File: src/rtl/i2c_pkg.sv
// rtl/i2c_pkg.sv - shared I2C state encoding and byte constants
package i2c_pkg;

    localparam int BYTE_BITS = 8;
    localparam logic [3:0] CNT_LAST = 4'(BYTE_BITS - 1);
    localparam logic [3:0] CNT_FULL = 4'(BYTE_BITS);

    typedef enum logic [2:0] {
        IDLE       = 3'd0,
        ADDR       = 3'd1,
        ADDR_ACK   = 3'd2,
        WRITE      = 3'd3,
        DATA_ACK   = 3'd4,
        READ       = 3'd5,
        MASTER_ACK = 3'd6,
        WAIT_STOP  = 3'd7
    } state_t;

endpackage

File: src/rtl/i2c_bus_sync.sv
// rtl/i2c_bus_sync.sv - SCL/SDA synchronizer with registered edge, START and STOP pulses
module i2c_bus_sync (
    input  logic clk,
    input  logic rst,
    input  logic scl_in,
    input  logic sda_in,
    output logic sda,
    output logic scl_rise,
    output logic scl_fall,
    output logic start,
    output logic stop
);

    logic [1:0] scl_sync;
    logic [1:0] sda_sync;
    logic       scl_q;

    // Idle-high reset values keep a released bus from looking like an edge.
    always_ff @(posedge clk) begin
        if (rst) begin
            scl_sync <= 2'b11;
            sda_sync <= 2'b11;
            scl_q    <= 1'b1;
            sda      <= 1'b1;
            scl_rise <= 1'b0;
            scl_fall <= 1'b0;
            start    <= 1'b0;
            stop     <= 1'b0;
        end else begin
            scl_sync <= {scl_sync[0], scl_in};
            sda_sync <= {sda_sync[0], sda_in};
            scl_q    <= scl_sync[1];
            sda      <= sda_sync[1];
            scl_rise <= scl_sync[1] & ~scl_q;
            scl_fall <= ~scl_sync[1] & scl_q;
            start    <= scl_sync[1] & scl_q & sda & ~sda_sync[1];
            stop     <= scl_sync[1] & scl_q & ~sda & sda_sync[1];
        end
    end

endmodule

File: src/rtl/i2c_target_slave.sv
// rtl/i2c_target_slave.sv - I2C target with one-byte holding register, write and read support
module i2c_target_slave
    import i2c_pkg::*;
#(
    parameter logic [6:0] SLAVE_ADDR = 7'h30,
    parameter logic [7:0] RESET_DATA = 8'h00
) (
    input  logic       clk,
    input  logic       rst,
    input  logic       SCL_in,
    input  logic       SDA_in,
    output logic       SDA_pull_low,
    output logic [7:0] reg_data,
    output logic       rx_valid,
    output logic       addressed
);

    logic       sda;
    logic       scl_rise;
    logic       scl_fall;
    logic       start;
    logic       stop;

    state_t     state, state_n;
    logic [3:0] cnt, cnt_n;
    logic [7:0] shift, shift_n;
    logic [7:0] data_n;
    logic       rw, rw_n;
    logic       pull, pull_n;
    logic       rxv_n;
    logic       addr_n;

    i2c_bus_sync u_sync (
        .clk      (clk),
        .rst      (rst),
        .scl_in   (SCL_in),
        .sda_in   (SDA_in),
        .sda      (sda),
        .scl_rise (scl_rise),
        .scl_fall (scl_fall),
        .start    (start),
        .stop     (stop)
    );

    // Gate with rst so the bus is let go in the same cycle reset arrives.
    assign SDA_pull_low = pull & ~rst;

    always_ff @(posedge clk) begin
        if (rst) begin
            state     <= IDLE;
            cnt       <= 4'd0;
            shift     <= 8'h00;
            rw        <= 1'b0;
            pull      <= 1'b0;
            reg_data  <= RESET_DATA;
            rx_valid  <= 1'b0;
            addressed <= 1'b0;
        end else begin
            state     <= state_n;
            cnt       <= cnt_n;
            shift     <= shift_n;
            rw        <= rw_n;
            pull      <= pull_n;
            reg_data  <= data_n;
            rx_valid  <= rxv_n;
            addressed <= addr_n;
        end
    end

    always_comb begin
        state_n = state;
        cnt_n   = cnt;
        shift_n = shift;
        rw_n    = rw;
        pull_n  = pull;
        data_n  = reg_data;
        rxv_n   = 1'b0;
        addr_n  = addressed;
        if (start) begin
            state_n = ADDR;
            cnt_n   = 4'd0;
            pull_n  = 1'b0;
            addr_n  = 1'b0;
        end else if (stop) begin
            state_n = IDLE;
            cnt_n   = 4'd0;
            pull_n  = 1'b0;
            addr_n  = 1'b0;
        end else begin
            case (state)
                ADDR: if (scl_rise) begin
                    shift_n = {shift[6:0], sda};
                    if (cnt == CNT_LAST) begin
                        cnt_n   = 4'd0;
                        rw_n    = sda;
                        state_n = (shift[6:0] == SLAVE_ADDR) ? ADDR_ACK : WAIT_STOP;
                    end else begin
                        cnt_n = cnt + 4'd1;
                    end
                end
                // First fall starts the ACK, second fall (9th clock) ends it.
                ADDR_ACK: if (scl_fall) begin
                    if (!pull) begin
                        pull_n = 1'b1;
                    end else begin
                        addr_n = 1'b1;
                        cnt_n  = 4'd0;
                        if (rw) begin
                            state_n = READ;
                            pull_n  = ~reg_data[7];
                            shift_n = {reg_data[6:0], 1'b0};
                        end else begin
                            state_n = WRITE;
                            pull_n  = 1'b0;
                        end
                    end
                end
                WRITE: if (scl_rise) begin
                    shift_n = {shift[6:0], sda};
                    if (cnt == CNT_LAST) begin
                        cnt_n   = 4'd0;
                        data_n  = {shift[6:0], sda};
                        rxv_n   = 1'b1;
                        state_n = DATA_ACK;
                    end else begin
                        cnt_n = cnt + 4'd1;
                    end
                end
                DATA_ACK: if (scl_fall) begin
                    if (!pull) begin
                        pull_n = 1'b1;
                    end else begin
                        pull_n  = 1'b0;
                        state_n = WRITE;
                    end
                end
                READ: begin
                    if (scl_rise) begin
                        cnt_n = cnt + 4'd1;
                    end else if (scl_fall) begin
                        if (cnt == CNT_FULL) begin
                            cnt_n   = 4'd0;
                            pull_n  = 1'b0;
                            state_n = MASTER_ACK;
                        end else begin
                            pull_n  = ~shift[7];
                            shift_n = {shift[6:0], 1'b0};
                        end
                    end
                end
                // A fall here can only follow an ACKed 9th rise; NACK leaves on the rise.
                MASTER_ACK: begin
                    if (scl_rise) begin
                        if (sda) begin
                            state_n = WAIT_STOP;
                            addr_n  = 1'b0;
                        end
                    end else if (scl_fall) begin
                        state_n = READ;
                        cnt_n   = 4'd0;
                        pull_n  = ~reg_data[7];
                        shift_n = {reg_data[6:0], 1'b0};
                    end
                end
                WAIT_STOP: begin
                    pull_n = 1'b0;
                    addr_n = 1'b0;
                end
                default: ;
            endcase
        end
    end

endmodule

File: config.mk
export PLATFORM = sky130hd
export DESIGN_NAME = i2c_target_slave
export DESIGN_NICKNAME = d
export VERILOG_FILES = /design/src/rtl/i2c_pkg.sv /design/src/rtl/i2c_bus_sync.sv /design/src/rtl/i2c_target_slave.sv
export SDC_FILE = /design/constraint.sdc
export NUM_CORES = 1
export LEC_CHECK = 0
export BUFFER_PORTS_ARGS = -buffer_cell sky130_fd_sc_hd__buf_2
export CORE_MARGIN = 10
export CORE_UTILIZATION = 45
export CTS_CLUSTER_DIAMETER = 200
export DETAILED_ROUTE_END_ITERATION = 6
export HOLD_SLACK_MARGIN = 0.05
export PLACE_DENSITY_LB_ADDON = 0.15
export SLEW_MARGIN = 20
export SYNTH_ARGS = -nofsm -noshare
export SYNTH_HDL_FRONTEND = slang
export SYNTH_SLANG_ARGS = --single-unit
File: constraint.sdc
create_clock -name clk -period 1.96 [get_ports clk]
set_input_delay 0.392 -clock clk [delete_from_list [all_inputs] [get_ports clk]]
set_output_delay 0.392 -clock clk [all_outputs]
set_load 0.01 [all_outputs]
== Yosys cells after proc, flatten, opt, wreduce, memory -nomap -nowiden ==
Cells that the tools add are included.

* Add/subtract/negate cells: 1
* Multiply operators: 0
* Divide/modulo/power cells: 0
* $lt $le $gt $ge: 0
* Equality and inequality tests: 45
* Shift operators: 0
* Mux-type cells: 56
* Bitwise logic cells: 19
* Reduce and logical (&&, ||, !) cells: 16

{| class="wikitable"
|+ Operator list
! cell !! count
|-
| $mux 8 || 9
|-
| $mux 3 || 16
|-
| $mux 4 || 9
|-
| $pmux 8 s4 || 1
|-
| $reduce_and 14->1 || 2
|-
| $ne 4x1->1 const B || 5
|-
| $ne 4x2->1 const B || 5
|-
| $ne 2x1->1 const B || 9
|-
| $ne 2x2->1 const B || 9
|-
| $pmux 3 s6 || 1
|-
| $mux 1 || 17
|-
| $pmux 4 s4 || 1
|-
| $reduce_and 5->1 || 3
|-
| $eq 3x3->1 const B || 4
|-
| $reduce_and 12->1 || 1
|-
| $not 1->1 || 11
|-
| $and 1x1->1 || 8
|-
| $reduce_and 8->1 || 1
|-
| $reduce_bool 8->1 || 1
|-
| $eq 7x6->1 const B || 1
|-
| $reduce_and 7->1 || 1
|-
| $eq 3x2->1 const B || 2
|-
| $ne 3x1->1 const B || 2
|-
| $ne 3x2->1 const B || 2
|-
| other kinds (16) || 16
|}

* Flip-flop bits (word level): 37
* Latch bits: 0
* Memory bits (writable): 0
* ROM bits: 0
* Input port bits: 4
* Memories: 0

== Logic depth before layout (Yosys ltp) ==
Gate-level depths: netlist of the first run.

* Word-level depth: 7
* Depth in mapped cells: 8

== By module ==
A second synthesis of the first run with hierarchy kept.

* Cells, all modules: 217
* Area, all modules: 1,929.4 um^2

{| class="wikitable"
|+ By module, submodules not included
! module !! times used !! cells each !! area an instance (um^2)
|-
| i2c_target_slave || 1 || 195 || 1,629.1
|-
| i2c_bus_sync || 1 || 22 || 300.3
|}

== Worst setup path after synthesis of the first run ==
OpenSTA, ideal clock, no wires.

* Path type: reg2reg
* From: register cnt[0]
* To: register shift[3]
* Arrival time: 1,671 ps
* Required time: 1,881 ps
* Path slack: 209 ps
* Stages on the path, launching flop included: 9
* Buffers on the path: 1
* Period minus slack after synthesis: 1,751 ps
* Cell sequence: dfxtp_1 > inv_1 > ha_1 > and3b_1 > o21ba_2 > a211oi_2 > buf_6 > nor2_1 > a211oi_2

* Longest elaborated chain between the ends: 3

{| class="wikitable"
|+ Ends and longest elaborated chain
! what !! line !! RTL
|-
| from (decl) || i2c_target_slave.sv:25 || <nowiki>logic [3:0] cnt, cnt_n;</nowiki>
|-
| from (signal assigned) || i2c_target_slave.sv:60 || <nowiki>cnt <= cnt_n;</nowiki>
|-
| $eq 4x4->1 || i2c_target_slave.sv:141 || <nowiki>if (cnt == CNT_FULL) begin</nowiki>
|-
| $ne 2x2->1 (no source line) || n/a ||
|-
| $reduce_and 12->1 (no source line) || n/a ||
|-
| to (signal assigned) || i2c_target_slave.sv:61 || <nowiki>shift <= shift_n;</nowiki>
|-
| to (decl) || i2c_target_slave.sv:26 || <nowiki>logic [7:0] shift, shift_n;</nowiki>
|}

Every way passes these cells.
A chain may end at the register's enable or synchronous reset.

== Worst setup path after layout of the first run ==
* From: register state[2]
* To: register cnt[1]

* Longest elaborated chain between the ends: 4

{| class="wikitable"
|+ Ends and longest elaborated chain
! what !! line !! RTL
|-
| from (decl) || i2c_target_slave.sv:24 || <nowiki>state_t state, state_n;</nowiki>
|-
| from (signal assigned) || i2c_target_slave.sv:59 || <nowiki>state <= state_n;</nowiki>
|-
| $eq 3x2->1 or $eq 3x1->1 (tied branches) || i2c_target_slave.sv:90 || <nowiki>case (state)</nowiki>
|-
| $reduce_or 2->1 (no source line) || n/a ||
|-
| $ne 2x1->1 (no source line) or $reduce_bool 4->1 (tied branches) || n/a ||
|-
| $reduce_and 8->1 (no source line) || n/a ||
|}

Parallel ways exist; a longest one is shown, timed or not.

==> flow_summary.yaml, run 1 <==
layout:
  final_common_cell: "dfxtp_1"
  drive_above_1_share_pct: 25.7
  stdcell_area_um2: 2110
  fin_cells: 276
  n_antenna_cell: 0
  nNetsFinal: 231
  nFillCells: 369
  area_growth_pct: 15.1
  register_area_um2: 743
  multiInputGateArea_um2: 993
  layout_common_cells: "dfxtp_1, nor2_1, mux2i_1"
clock_tree:
  numCtsBuffers: 5
  clock-root-buffer: "clkbuf_8"
  path_clk_slew_ns: 0.08
  cts_htree_levels: 2
  cts-hold-fix-buffers: 0
  cts_tree: "yes"
  cts.sinks: 37
  clk_latency_ns: 0.29
  clockBufferDepth: 2
pwr:
  p_leak_nw: 0.809
  total_power_mw: 1.34
  power_density_nw_per_um2: 637
  peakVddDrop_mv: 0.531
logic_synthesis:
  synth-compound-area-share_pct: 18.4
  avgSynthCellArea_um2: 9.06
  syn_inst: 202
  syn_area_um2: 1830
  yosys_warnings: 0
  yosys-mux-area-fraction_pct: 10.5
  synth_simple_gate_area_share_pct: 23.5
  ys_async_sr_fraction_pct: 0
  ys_ff_latch: 37
  synthFlopType: "dfxtp_1"
  yosysSeqAreaShare_pct: 40.5
  synth_top_family_by_area: "simple AND/OR/NAND/NOR gates"
  synth_cell_types: 53
  synth_xor_area_share_pct: 0.478
  synth-edff-count: 0
  syn-num-nets: 208
  synth-adder-area-share_pct: 1.37
sta:
  setup_viol_count_final: 0
  fin_crit_ns: 1.85
  fin_skew_ns: 0.00523
  maxSlewViolCount: 0
  slew-limit-headroom_pct: 73.2
  worstMarginPinSlew_ns: 0.402
  fin_hold_ws_ns: 0.276
  fmax_mhz: 541
  hold_violations: 0
  fin_crit_sh_pct: 94.3
placement:
  dp_cells: 266
  placed_cell_area_um2: 1990
  post-dp-hpwl_um: 2970
  io_buffers: 14
  gp_congestion: 0.797
floorplan:
  start_util_pct: 46.1
  die_w_um: 83.8
  row_count: 23
  coreArea_um2: 3970
  dieHeight_um: 83.8
  ios: 15
  die-area_um2: 7020
global_routing:
  grt_pass1_wl_um: 6930
  overflow: 0
  antenna_found_initial: 0
  grt_usage_pct: 11.7
  grt_pass1_vias: 1432
  grt_max_degree: 18
detailed_routing:
  drc_errors: 0
  ant_nets: 0
  viasPerCell: 5.52
  drtIter0Drc: 99
  avgRoutedWirePerCell_um: 14.6
  vias: 1524
  routed_wl_um: 4040
  dr.pass1.iters: 4
setup_path:
  crit_chain: "a21oi_1, or3_4, a211o_1, or3_1, a21oi_1"
  start_kind: "flip-flop"
  r2r_slack_ns: 0.11
  path_class: "flip-flop to flip-flop"
  crit_slowest_cell: "dfxtp_1"
  path_buf_inv: 0
  cp_max_fo: 9
  cp_slowest_stage_delay_ns: 0.49
  path_delay_family: "simple AND/OR/NAND/NOR gates"
  worst-endpoint-required_ns: 2.18
  worst_setup_path_end_kind: "flip-flop"
  crit_path_frequent_cell: "a21oi_1"
  worstPathArrival_ns: 2.07
status:
  status: "completed"
hold_path:
  hold_class: "input pin to flip-flop"
job:
  cap_violations: 0
synthesized netlist by cell type, types with 3 or more instances:
| master | n | area, µm² |
|---|---|---|
| nand2_1 | 7 | 26.3 |
| clkbuf_1 | 6 | 22.5 |
| nand2b_1 | 7 | 43.8 |
| o211ai_1 | 3 | 22.5 |
| inv_1 | 6 | 22.5 |
| or3_1 | 4 | 25.0 |
| o21ai_0 | 8 | 40.0 |
| or2_2 | 7 | 43.8 |
| a211oi_2 | 3 | 37.5 |
| nor3b_1 | 4 | 30.0 |
| buf_2 | 3 | 15.0 |
| dfxtp_1 | 37 | 741 |
| nand3b_1 | 6 | 45.0 |
| mux2i_1 | 18 | 180 |
| a211oi_1 | 7 | 52.6 |
| a21oi_1 | 8 | 40.0 |
| nor2_1 | 23 | 86.3 |
power breakdown:
| group | leakage (nW) | internal (mW) | total [mW] | switching [mW] |
|---|---|---|---|---|
| registers | 0.300 | 0.759 | 0.766 | 0.00756 |
| clock network | 0.0364 | 0.249 | 0.528 | 0.279 |
| logic | 0.473 | 0.0192 | 0.0477 | 0.0285 |
final timing paths:
path                            from                  to  depth (start not counted)
hold / removal                SDA_in  u_sync.sda_sync[0]                          2
setup reg to reg            state[2]              cnt[1]                          5
hold reg to reg   u_sync.scl_sync[0]  u_sync.scl_sync[1]                          1
setup / recovery            state[2]              cnt[1]                          5
state kept, by name (all words and copies together) (netlist names):
signal	count
reg_data	8
shift	8
u_sync.scl_fall	1
u_sync.sda_sync	2
u_sync.start	1
cnt	4
u_sync.sda	1
u_sync.scl_rise	1
pull	1
u_sync.scl_sync	2
rx_valid	1
addressed	1
u_sync.scl_q	1
state	3
rw	1
u_sync.stop	1
kinds of logic after synthesis:
family	after synthesis
AO/OA/AOI/OAI	46
AND/OR/NAND/NOR	76
flip-flops	37
multiplexers	19
adder cells (fa/ha/maj)	2
XOR/XNOR	1
buffers and inverters	21
metrics by stage:
step           setup TNS (ns)  utilization (%)  setup slack, ns
3_3_place_gp                0             50.2           0.0760
4_1_cts                     0             52.5           0.0295
5_1_grt             -0.000870             53.1        -0.000870
6_report                    0             53.1            0.112
3_5_place_dp                0             50.2           0.0478
2_1_floorplan               0                -            0.209
repair_timing:
| action | in CTS | in global routing |
|---|---|---|
| endpoints found under the setup margin | 0 | 8 |
| resized for setup | 0 | 4 |
| setup buffers | 0 | 2 |
cell type report:
class	count	area share (%)
tap	50	2.97
clock inverter	3	1.07
multi-input combinational	144	47.1
timing repair buffer	29	8.85
sequential	37	35.3
inverter	8	1.43
clock buffer	5	3.27
layer usage:
| layer | vias to the layer above | part of all wire, % | GRT usage [%] | wire (µm) |
|---|---|---|---|---|
| met4 | 0 | 0.62 | 3.81 | 25 |
| li1 | 773 | - | - | - |
| met2 | 23 | 51 | 19.9 | 2060 |
| met5 | - | 0 | 0 | 0 |
| met3 | 2 | 2.6 | 3.61 | 104 |
| met1 | 726 | 46 | 13.4 | 1850 |
(Power assumes the default switching activity.)
==> inputs of run 2 (changes only) <==
--- a/config.mk
+++ b/config.mk
@@ -6,12 +6,16 @@
 export NUM_CORES = 1
 export LEC_CHECK = 0
 export BUFFER_PORTS_ARGS = -buffer_cell sky130_fd_sc_hd__buf_2
+export CELL_PAD_IN_SITES_DETAIL_PLACEMENT = 1
+export CELL_PAD_IN_SITES_GLOBAL_PLACEMENT = 1
 export CORE_MARGIN = 10
 export CORE_UTILIZATION = 45
 export CTS_CLUSTER_DIAMETER = 200
 export DETAILED_ROUTE_END_ITERATION = 6
+export GPL_ROUTABILITY_DRIVEN = 0
 export HOLD_SLACK_MARGIN = 0.05
 export PLACE_DENSITY_LB_ADDON = 0.15
+export SETUP_SLACK_MARGIN = 0.15
 export SLEW_MARGIN = 20
 export SYNTH_ARGS = -nofsm -noshare
 export SYNTH_HDL_FRONTEND = slang
==> flow_summary.yaml, run 2 (synthesized netlist as in run 1, its figures left out) <==
setup_path:
  crit_path_frequent_cell: "buf_4"
  timing.rr.start: "cnt[1]"
  crit_slowest_cell: "nor4_1"
  worstReg2RegEnd: "rw"
  worstPathArrival_ns: 2.02
  path_buf_inv: 2
  r2r_slack_ns: 0.11
  cp_max_fo: 4
  reg2reg_depth: 7
  start_kind: "flip-flop"
  cp_slowest_stage_delay_ns: 0.42
  worst_setup_path_end_kind: "flip-flop"
  path_class: "flip-flop to flip-flop"
  path_delay_family: "simple AND/OR/NAND/NOR gates"
  crit_chain: "ha_2, nand3b_1, buf_4, buf_4, nor4_1, mux2i_1, nor2_1"
  worst-endpoint-required_ns: 2.13
job:
  cap_violations: 0
placement:
  post-dp-hpwl_um: 3420
  io_buffers: 14
  dp_cells: 266
floorplan:
  start_util_pct: 46.1
  die_w_um: 83.8
  dieHeight_um: 83.8
  coreArea_um2: 3970
  ios: 15
  die-area_um2: 7020
  row_count: 23
sta:
  hold_violations: 0
  fmax_mhz: 542
  slew-limit-headroom_pct: 70.4
  fin_crit_sh_pct: 94.1
  setup_viol_count_final: 0
  rsz0062_at_grt: "true"
  worstMarginPinSlew_ns: 0.440
  fin_crit_ns: 1.85
  fin_setup_tns_ns: 0
  fin_skew_ns: 0.00176
  maxSlewViolCount: 0
clock_tree:
  clockBufferDepth: 2
  cts_htree_levels: 2
  clk_latency_ns: 0.28
  path_clk_slew_ns: 0.07
  cts_tree: "yes"
  cts.sinks: 37
  numCtsBuffers: 5
  cts-hold-fix-buffers: 0
  clock-root-buffer: "clkbuf_8"
pwr:
  p_leak_nw: 0.842
  p_switching_uw: 312
  power_density_nw_per_um2: 606
  pwr-share-clk_pct: 38.8
  netSwitchingFraction_pct: 23.4
  pwr-share-seq_pct: 57.2
  p_int_mw: 1.02
  peakVddDrop_mv: 0.756
  p_comb_share_pct: 4.0
detailed_routing:
  drc_errors: 0
  vias: 1601
  ant_nets: 0
  routed_wl_um: 5030
  avgRoutedWirePerCell_um: 18.0
  drtIter0Drc: 141
  dr.pass1.iters: 4
  viasPerCell: 5.72
layout:
  fin_cells: 280
  nNetsFinal: 235
  final_common_cell: "dfxtp_1"
  drive_above_1_share_pct: 33.9
  n_antenna_cell: 0
  top_regs: "reg_data: 8 flops, shift: 8 flops, cnt: 4 flops"
  layout_common_cells: "dfxtp_1, nor2_1, mux2i_1"
  area_growth_pct: 20.2
global_routing:
  grt_max_degree: 24
  grt_usage_pct: 13.9
  grt_pass1_wl_um: 8410
  grt_pass1_vias: 1713
  overflow: 0
  antenna_found_initial: 0
status:
  status: "completed"
hold_path:
  hold_class: "input pin to flip-flop"
  min_path_cells: 2
  min_to: "u_sync.scl_sync[0]"
  hold_start: "SCL_in"
run 2: changes by cell type in the layout (fill, tap and decap cells not counted), moves of 2 or more:
cell and delta:
dfxtp_1 -4, a21oi_1 -2, a21oi_2 +2, buf_4 +2, buf_6 +2, clkinv_2 +2, clkinvlp_4 -2, dfxtp_2 +2
dfxtp_4 +2, ha_1 -2, inv_1 -2
run 2: worst register-to-register path, stage by stage (launching register included):
cell and delay (ns):
dfxtp_4 0.38, ha_2 0.20, nand3b_1 0.13, buf_4 0.17, buf_4 0.13, nor4_1 0.42, mux2i_1 0.26, nor2_1 0.05
run 2: how the worst max path moves through the flow:
| stage | startpoint | to | cells past startpoint |
|---|---|---|---|
| floorplan | cnt[0] | shift[3] | 8 |
| global placement | state[2] | cnt[0] | 5 |
| detailed placement | cnt[0] | reg_data[2] | 6 |
| CTS | cnt[0] | reg_data[2] | 6 |
| global route | cnt[1] | state[0] | 8 |
| finish | cnt[1] | rw | 7 |
run 2: what timing repair did:
item,4_1_cts,5_1_grt
setup endpoints to repair,12,22
resized for setup,7,19
setup buffers,1,5
pin swaps,1,9
run 2: power by group through the flow:
stage,Sequential [mW],Clock (mW),Combinational (mW)
after floorplan,0.780,0,0.0341
after global routing,0.764,0.570,0.0594
after detailed placement,0.783,0,0.0521
after CTS,0.765,0.535,0.0524
final,0.763,0.517,0.0531
after global placement,0.783,0,0.0505
run 2: cell type report:
class / count / area [µm²]
clock inverters: 3 / 17.5
well taps: 50 / 62.6
flip-flops and latches: 37 / 753
fillers: 463 / 1770
repair buffers: 33 / 224
multi-input cells: 144 / 1040
inverters: 8 / 32.5
clock buffers: 5 / 68.8
run 2: metal layers:
layer,wire length (µm),track usage (%),vias to the layer above
li1,-,-,775
met1,2350,17.3,787
met2,2390,22.9,29
met3,177,2.93,10
met4,104,5.18,0
met5,0,0,-
run 2: per-stage QoR:
step	total power [mW]	util [%]	setup WS [ns]	hold WS [ns]	area (µm²)
global placement	0.833	50.2	0.173	0.397	1990
finish	1.33	55.4	0.115	0.289	2200
global route	1.39	55.4	0.0365	0.285	2200
detailed placement	0.835	50.2	0.0773	0.401	1990
floorplan	0.814	-	0.209	0.389	1830
CTS	1.35	52.9	0.149	0.284	2100
